[config.mk]
export PLATFORM = sky130hd
export DESIGN_NAME = serial_add_sub
export DESIGN_NICKNAME = d
export VERILOG_FILES = /design/src/rtl/serial_add_sub.sv
export SDC_FILE = /design/constraint.sdc
export NUM_CORES = 1
export LEC_CHECK = 0
export CAP_MARGIN = 5
export CORE_MARGIN = 2
export CORE_UTILIZATION = 55
export DETAILED_ROUTE_END_ITERATION = 16
export HOLD_SLACK_MARGIN = 0.08
export PLACE_DENSITY_LB_ADDON = 0.25
export SYNTH_ARGS = -nofsm -noshare
export SYNTH_HDL_FRONTEND = slang
export SYNTH_SLANG_ARGS = --single-unit
export TNS_END_PERCENT = 1
[constraint.sdc]
create_clock -name clk -period 2.8 [get_ports clk]
set_input_delay 0.84 -clock clk [delete_from_list [all_inputs] [get_ports clk]]
set_output_delay 0.84 -clock clk [all_outputs]
set_load 0.1 [all_outputs]
[src/rtl/serial_add_sub.sv]
// Bit-serial adder/subtractor: one full-adder cell plus a carry flop produces
// a WIDTH-bit a+b+cin or a-b-cin, LSB first, behind a start/busy/done handshake.
module serial_add_sub #(
  parameter int unsigned WIDTH = 8
) (
  input  logic             clk,
  input  logic             reset,
  input  logic             start,
  input  logic             sub,
  input  logic [WIDTH-1:0] a,
  input  logic [WIDTH-1:0] b,
  input  logic             cin,
  output logic             busy,
  output logic             done,
  output logic [WIDTH-1:0] Sum,
  output logic             Carry,
  output logic             Overflow
);

  localparam int unsigned CW = (WIDTH > 1) ? $clog2(WIDTH) : 1;
  localparam logic [CW-1:0] LAST = CW'(WIDTH - 1);

  typedef enum logic [1:0] {IDLE, RUN, DONE} state_t;

  state_t           state_q, state_d;
  logic [WIDTH-1:0] a_q, a_d;
  logic [WIDTH-1:0] b_q, b_d;
  logic [WIDTH-1:0] res_q, res_d;
  logic [CW-1:0]    cnt_q, cnt_d;
  logic             c_q, c_d;
  logic [WIDTH-1:0] sum_d;
  logic             carry_d, ovf_d, busy_d, done_d;
  logic             s_c, cout_c;

  // Single full-adder cell working on the current LSBs and the carry flop
  assign s_c    = a_q[0] ^ b_q[0] ^ c_q;
  assign cout_c = (a_q[0] & b_q[0]) | (c_q & (a_q[0] ^ b_q[0]));

  // Next-state and datapath update; results publish only on the MSB step
  always_comb begin
    state_d = state_q;
    a_d     = a_q;
    b_d     = b_q;
    c_d     = c_q;
    cnt_d   = cnt_q;
    res_d   = res_q;
    sum_d   = Sum;
    carry_d = Carry;
    ovf_d   = Overflow;
    unique case (state_q)
      IDLE: begin
        if (start) begin
          state_d = RUN;
          a_d     = a;
          b_d     = b ^ {WIDTH{sub}};
          c_d     = cin ^ sub;
          cnt_d   = '0;
        end
      end
      RUN: begin
        a_d   = {1'b0, a_q[WIDTH-1:1]};
        b_d   = {1'b0, b_q[WIDTH-1:1]};
        c_d   = cout_c;
        res_d = {s_c, res_q[WIDTH-1:1]};
        if (cnt_q == LAST) begin
          state_d = DONE;
          sum_d   = res_d;
          carry_d = cout_c;
          ovf_d   = c_q ^ cout_c;
        end else begin
          cnt_d = cnt_q + CW'(1);
        end
      end
      DONE:    state_d = IDLE;
      default: state_d = IDLE;
    endcase
    busy_d = (state_d != IDLE);
    done_d = (state_d == DONE);
  end

  // State, datapath and registered outputs; reset discards any operation
  always_ff @(posedge clk or posedge reset) begin
    if (reset) begin
      state_q  <= IDLE;
      a_q      <= '0;
      b_q      <= '0;
      c_q      <= 1'b0;
      cnt_q    <= '0;
      res_q    <= '0;
      Sum      <= '0;
      Carry    <= 1'b0;
      Overflow <= 1'b0;
      busy     <= 1'b0;
      done     <= 1'b0;
    end else begin
      state_q  <= state_d;
      a_q      <= a_d;
      b_q      <= b_d;
      c_q      <= c_d;
      cnt_q    <= cnt_d;
      res_q    <= res_d;
      Sum      <= sum_d;
      Carry    <= carry_d;
      Overflow <= ovf_d;
      busy     <= busy_d;
      done     <= done_d;
    end
  end

endmodule
==> run metrics, run 1 <==
status=finished clean; Num CTS Buffers=5; Crit Reg-Reg Endpoint=res_q[4]$_DFFE_PP0P_; Buffers on Ports=32; routed len/inst=15.1 um; Synth top area share=56.0%; Hold Vio Cnt, Final=0; min cycle time layout=1.94 ns; initial antenna violation count=0; Pwr Total=2.61 mW; post-synthesis sequential area ratio=56.0%; Max H-tree Level=2; pwr dens=1180 nW/um2; cell taking the most area after synthesis=dfrtp_1; first-pass GRT wire length=between 5000 and 6000 um; final WL=3460 um; antenna diode count=0; CTS tree=yes; Mapped Nets=174; hold path cells=2; DIE AREA=3810 um2; Commonest cells post-synth=41 x dfrtp_1, 24 x nand2_1, 11 x mux2_2; drt drc=0; Crit Path Category=flop to flop; arrival time at the worst endpoint=around 2.2 ns; drt initial violations=47; achievable frequency=0.515 GHz; via count=1,260; Reg2Reg Depth=2; IO Pins=33; hold path start=a_q[1]$_DFFE_PP0P_; largest net degree at the start of global routing=42; Core Rows=20; Max Cap Violations=0; Required @ worst endpoint=3.04 ns; clock-pin slew on the worst setup and hold paths=0.12 ns; Post-Synthesis Cell Area=around 1800 um2; placed wire-length estimate=2340 um; clk sink count=between 40 and 50; worst hold path class=flop to flop; Top FF cell, synth=dfrtp_1; number of global-route vias before repair=between 1,000 and 1,500; Post-CTS Resized=0; Post-Syn Instances=150; Hold Crit Endpoint=a_q[1]$_DFFE_PP0P_; synth top area cells=dfrtp_1 56%, mux2_2 6.8%, mux2_4 4.9%; synthesized flop and latch total=41; Slew HR=43.5%; Worst Setup Start Kind=flop; final setup vio count=0; Routed Antenna Nets=0; share of cells above drive strength 1=22.7%; number of enable flip-flop cells after synthesis=0; fill count=250; grt ovf=0; Yosys warning count=0; placer congestion estimate=roughly 0.73; initial core utilization=approximately three fifths; Peak VDD IR=0.741 mV; drt pass-1 iters=4; Min Hold Slack=0.500 ns; post-synthesis async set-or-reset flop share=100%; Vias/cell=5.50; area delta synth->final=20.8%; Die Ht=61.7 um; fin nets=208; Die Width=between 60 and 70 um; count leader, synth=dfrtp_1; leak pwr=1.01 nW; Clk Latency, worst-skew pair=approximately 0.34 ns; R2R Path Start=state_q[1]$_DFF_PP0_; all-layer global routing usage=21.3%; CP Capture Type=flop; Final Skew=0.00739 ns; Avg Cell Area, Syn=approximately 12 um2; Root Buffer=clkbuf_4; Slew Limit Fails=0; crit path max fanout=21; Final TNS setup=0 ns; Netlist cell types=27; Core ar.=3100 um2; Clock Path Buffers=2; RSZ-0062 raised after global routing=false; postcts setup bufs=0; Tcrit/Tclk final=between 60 and 70%; Hold-fix buffers, CTS=0; flop-to-flop setup slack=0.86 ns; worst slew pin tran=approximately 0.85 ns
-- stage by stage --
stage / utilization, % / worst slack [ns] / cell area (um2) / cells
2_1_floorplan: - / 1.01 / 1830 / 150
3_3_place_gp: 69.2 / 0.721 / 2150 / 221
3_5_place_dp: 69.2 / 0.670 / 2150 / 221
4_1_cts: 71.3 / 0.884 / 2210 / 229
5_1_grt: 71.3 / 0.734 / 2210 / 229
6_report: 71.3 / 0.860 / 2210 / 229
-- power by group --
| part | switching, mW | internal [mW] |
|---|---|---|
| Combinational | 0.832 | 0.464 |
| Clock | 0.193 | 0.123 |
| Sequential | 0.177 | 0.825 |
| Total | 1.20 | 1.41 |
-- sequential cells by signal (all words and copies together) (netlist names) --
name	count
Carry	1
Overflow	1
Sum	8
a_q	8
b_q	8
busy	1
c_q	1
cnt_q	3
done	1
res_q	7
state_q	2
-- how the worst max path moves through the flow --
| stage | slack (ns) | depth (start not counted) | endpoint | from |
|---|---|---|---|---|
| final | 0.86 | 2 | res_q[4]$_DFFE_PP0P_ | state_q[1]$_DFF_PP0_ |
| after CTS | 0.88 | 2 | res_q[4]$_DFFE_PP0P_ | state_q[1]$_DFF_PP0_ |
| after detailed placement | 0.67 | 3 | b_q[6]$_DFFE_PP0P_ | sub |
| after floorplan | 1.01 | 1 | Carry$_DFFE_PP0P_ | reset |
| after global placement | 0.72 | 3 | b_q[2]$_DFFE_PP0P_ | sub |
| after global routing | 0.73 | 2 | res_q[4]$_DFFE_PP0P_ | state_q[1]$_DFF_PP0_ |
-- placed cells by master (no fill, tap or decap) --
cell             instances
nand2_1                 24
o211ai_1                 1
dfrtp_1                 41
o21ai_0                  8
clkdlybuf4s50_1         20
nor2b_1                  2
o21bai_1                 1
mux2_2                  11
nand3b_2                 1
inv_1                    5
mux2_4                   6
clkinv_4                 1
clkbuf_8                 1
a22oi_1                  8
clkbuf_4                 5
a22o_1                   5
a21oi_1                  1
fa_1                     1
buf_4                   16
nor2_1                   3
a32o_1                   1
ha_1                     2
clkinv_2                 1
xnor2_1                 10
o221ai_1                 7
and2b_1                  1
o21ai_1                  1
a31oi_1                  1
-- area by class of cell --
cell class | instances | area [um2] | share of cell area, %
Sequential cell | 41 | 1030 | 46.4
Multi-Input combinational cell | 95 | 726 | 32.8
Timing Repair Buffer | 36 | 320 | 14.5
Tap cell | 44 | 55.1 | 2.49
Clock buffer | 6 | 51.3 | 2.32
Inverter | 5 | 18.8 | 0.849
Clock inverter | 2 | 13.8 | 0.623
-- per-layer routing --
layer	track usage, %	vias to the layer above	share of wire (%)
li1	-	596	-
met1	29.8	614	47
met2	33.1	45	47
met3	4.97	5	5.3
met4	7.29	0	1.0
met5	0	-	0
-- logic make-up (layout without fill, tap and decap cells) --
group / count (synthesis) / in the layout / synth area share, %
AOI/OAI and AO/OA: 34 / 34 / 13.5
xor gates and xnor gates: 10 / 10 / 4.78
buffers and inverters: 14 / 49 / 4.31
muxes: 17 / 17 / 11.7
DFF: 41 / 41 / 56.0
adders and majority gates: 3 / 3 / 2.46
and+or+nand+nor: 31 / 31 / 7.25
-- worst max-delay path, stage by stage, from the launching register on --
cell and delay (ns):
dfrtp_1 0.64, nor2b_1 0.77, mux2_2 0.42
(Power assumes the default switching activity.)
==> run 2, diff against run 1 <==
--- a/config.mk
+++ b/config.mk
@@ -7,7 +7,7 @@
 export LEC_CHECK = 0
 export CAP_MARGIN = 5
 export CORE_MARGIN = 2
-export CORE_UTILIZATION = 55
+export CORE_UTILIZATION = 51
 export DETAILED_ROUTE_END_ITERATION = 16
 export HOLD_SLACK_MARGIN = 0.08
 export PLACE_DENSITY_LB_ADDON = 0.25
==> constraint.sdc (replaced) <==
create_clock -name clk -period 1.98 [get_ports clk]
set_input_delay 0.594 -clock clk [delete_from_list [all_inputs] [get_ports clk]]
set_output_delay 0.594 -clock clk [all_outputs]
set_load 0.1 [all_outputs]
==> run metrics, run 2 (synthesized netlist as in run 1, its figures left out) <==
status=finished clean (unchanged); share of cells above drive strength 1=23.9% (was 22.7%); worst slew pin tran=0.476 ns (was 0.845 ns); GRT busiest layer=met2 (unchanged); clock-pin slew on the worst setup and hold paths=0.13 ns (was 0.12 ns); Final Skew=0.0124 ns (was 0.00739 ns); leak pwr=1.09 nW (was 1.01 nW); initial core utilization=54.0% (was 59.0%); most frequent CP cell=ha_1; Top Registers=Sum (8), a_q (8), b_q (8) (unchanged); pwr dens=1710 nW/um2 (was 1180 nW/um2); CP Capture Type=flop (unchanged); Buffers on Ports=32 (unchanged); placed wire-length estimate=2450 um (was 2340 um); Post-CTS Resized=0 (unchanged); Clock Path Buffers=2 (unchanged); Clk Latency, worst-skew pair=0.34 ns (about the same); Hold-fix buffers, CTS=0 (unchanged); Core Rows=21 (was 20); Crit Path Category=flop to flop (unchanged); Top delay family on crit path=adder cells (was simple AND/OR/NAND/NOR gates); Die Width=63.9 um (was 61.7 um); Core ar.=3390 um2 (was 3100 um2); Die Ht=63.9 um (was 61.7 um); worst hold path class=flop to flop (unchanged); grt ovf=0 (unchanged); initial antenna violation count=0 (unchanged); Root Buffer=clkbuf_4 (unchanged); commonest non-fill, non-tap cell in the layout=dfrtp_1 (unchanged); met1 Usage GRT=23.1% (was 29.8%); IO Pins=33 (unchanged); clk sink count=41 (unchanged); met3 usage=4.40% (was 4.97%); via count=1,252 (was 1,260); CP max stage cell=dfrtp_1 (was nor2b_1); Vias/cell=5.35 (was 5.50); Slew Limit Fails=0 (unchanged); largest net degree at the start of global routing=42 (unchanged); arrival time at the worst endpoint=2.01 ns (was 2.18 ns); Max H-tree Level=2 (unchanged); CTS tree=yes (unchanged); fin cells=234 (was 229); antenna diode count=0 (unchanged); fin nets=211 (was 208); most frequent cells in the layout=41 x dfrtp_1, 24 x nand2_1, 20 x clkdlybuf4s50_1 (unchanged); Peak VDD IR=0.871 mV (was 0.741 mV); postcts setup bufs=0 (unchanged); crit-path max cell delay=0.43 ns (was 0.77 ns); placer congestion estimate=0.724 (was 0.733); Slew HR=68.3% (was 43.5%); first-pass GRT wire length=5880 um (was 5790 um); Num CTS Buffers=5 (unchanged); achievable frequency=0.565 GHz (was 0.515 GHz); drt drc=0 (unchanged); drt pass-1 iters=4 (unchanged); DIE AREA=4080 um2 (was 3810 um2); crit path max fanout=13 (was 21); met2 usage in global routing=31.8% (was 33.1%); final setup vio count=0 (unchanged); drt initial violations=57 (was 47); CP Cell Sequence=ha_1, ha_1, nand3b_2, mux2_2 (was nor2b_1, mux2_2); Max Cap Violations=0 (unchanged); CP bufs+invs=0 (unchanged); all-layer global routing usage=18.4% (was 21.3%); routed len/inst=14.4 um (was 15.1 um); RSZ-0062 raised after global routing=false (unchanged); Required @ worst endpoint=2.22 ns (was 3.04 ns); final WL=3380 um (was 3460 um); Tcrit/Tclk final=89.4% (was 69.3%); Routed Antenna Nets=0 (unchanged); Hold Vio Cnt, Final=0 (unchanged); Worst Setup Start Kind=flop (unchanged); Final TNS setup=0 ns (unchanged); number of global-route vias before repair=1,280 (was 1,256); placed insts=226 (was 221); min cycle time layout=1.77 ns (was 1.94 ns); area delta synth->final=32.3% (was 20.8%)
## run 2: path summary, 6_finish.rpt
check / end / depth (start not counted) / slack [ns] / start
min in group asynchronous: Sum[4]$_DFFE_PP0P_ / 3 / 0.59 / reset
worst min register to register: a_q[1]$_DFFE_PP0P_ / 2 / 0.51 / a_q[1]$_DFFE_PP0P_
worst max-delay path: Sum[6]$_DFFE_PP0P_ / 4 / 0.21 / cnt_q[0]$_DFFE_PP0P_
worst max register to register: Sum[6]$_DFFE_PP0P_ / 4 / 0.21 / cnt_q[0]$_DFFE_PP0P_
max in group asynchronous: b_q[5]$_DFFE_PP0P_ / 3 / 1.19 / reset
worst min-delay path: a_q[1]$_DFFE_PP0P_ / 2 / 0.51 / a_q[1]$_DFFE_PP0P_
## run 2: report_power, final
group | switching, mW | internal (mW)
sequential | 0.286 | 1.17
combinational | 1.19 | 0.924
clock | 0.273 | 0.300
## run 2: layout make-up
type	instances	area, um2
Timing Repair Buffer	39	505
Inverter	5	18.8
Clock buffer	6	51.3
Sequential cell	41	1030
Multi-Input combinational cell	95	726
Tap cell	46	57.6
Fill cell	238	967
Clock inverter	2	37.5
## run 2: layer usage
| layer | vias up | part of all wire, % |
|---|---|---|
| li1 | 599 | - |
| met1 | 628 | 42 |
| met2 | 19 | 54 |
| met3 | 6 | 3.1 |
| met4 | 0 | 1.3 |
| met5 | - | 0 |
## run 2: tightest hold or removal path, delay by kind of cell, from the launching register on
family	cells	cell delay, ns
AOI/OAI and AO/OA	1	0.06
DFF	1	0.37
and+or+nand+nor	1	0.05
## run 2: through the flow
stage	setup WS, ns	utilization, %	area [um2]	hold WS [ns]	total power [mW]
after CTS	0.207	71.5	2420	0.509	4.17
after floorplan	0.440	-	1830	0.450	2.87
after detailed placement	0.161	68.8	2330	0.480	3.61
after global placement	0.240	68.8	2330	0.464	3.50
after global routing	0.123	71.5	2420	0.534	4.35
final	0.209	71.5	2420	0.505	4.14
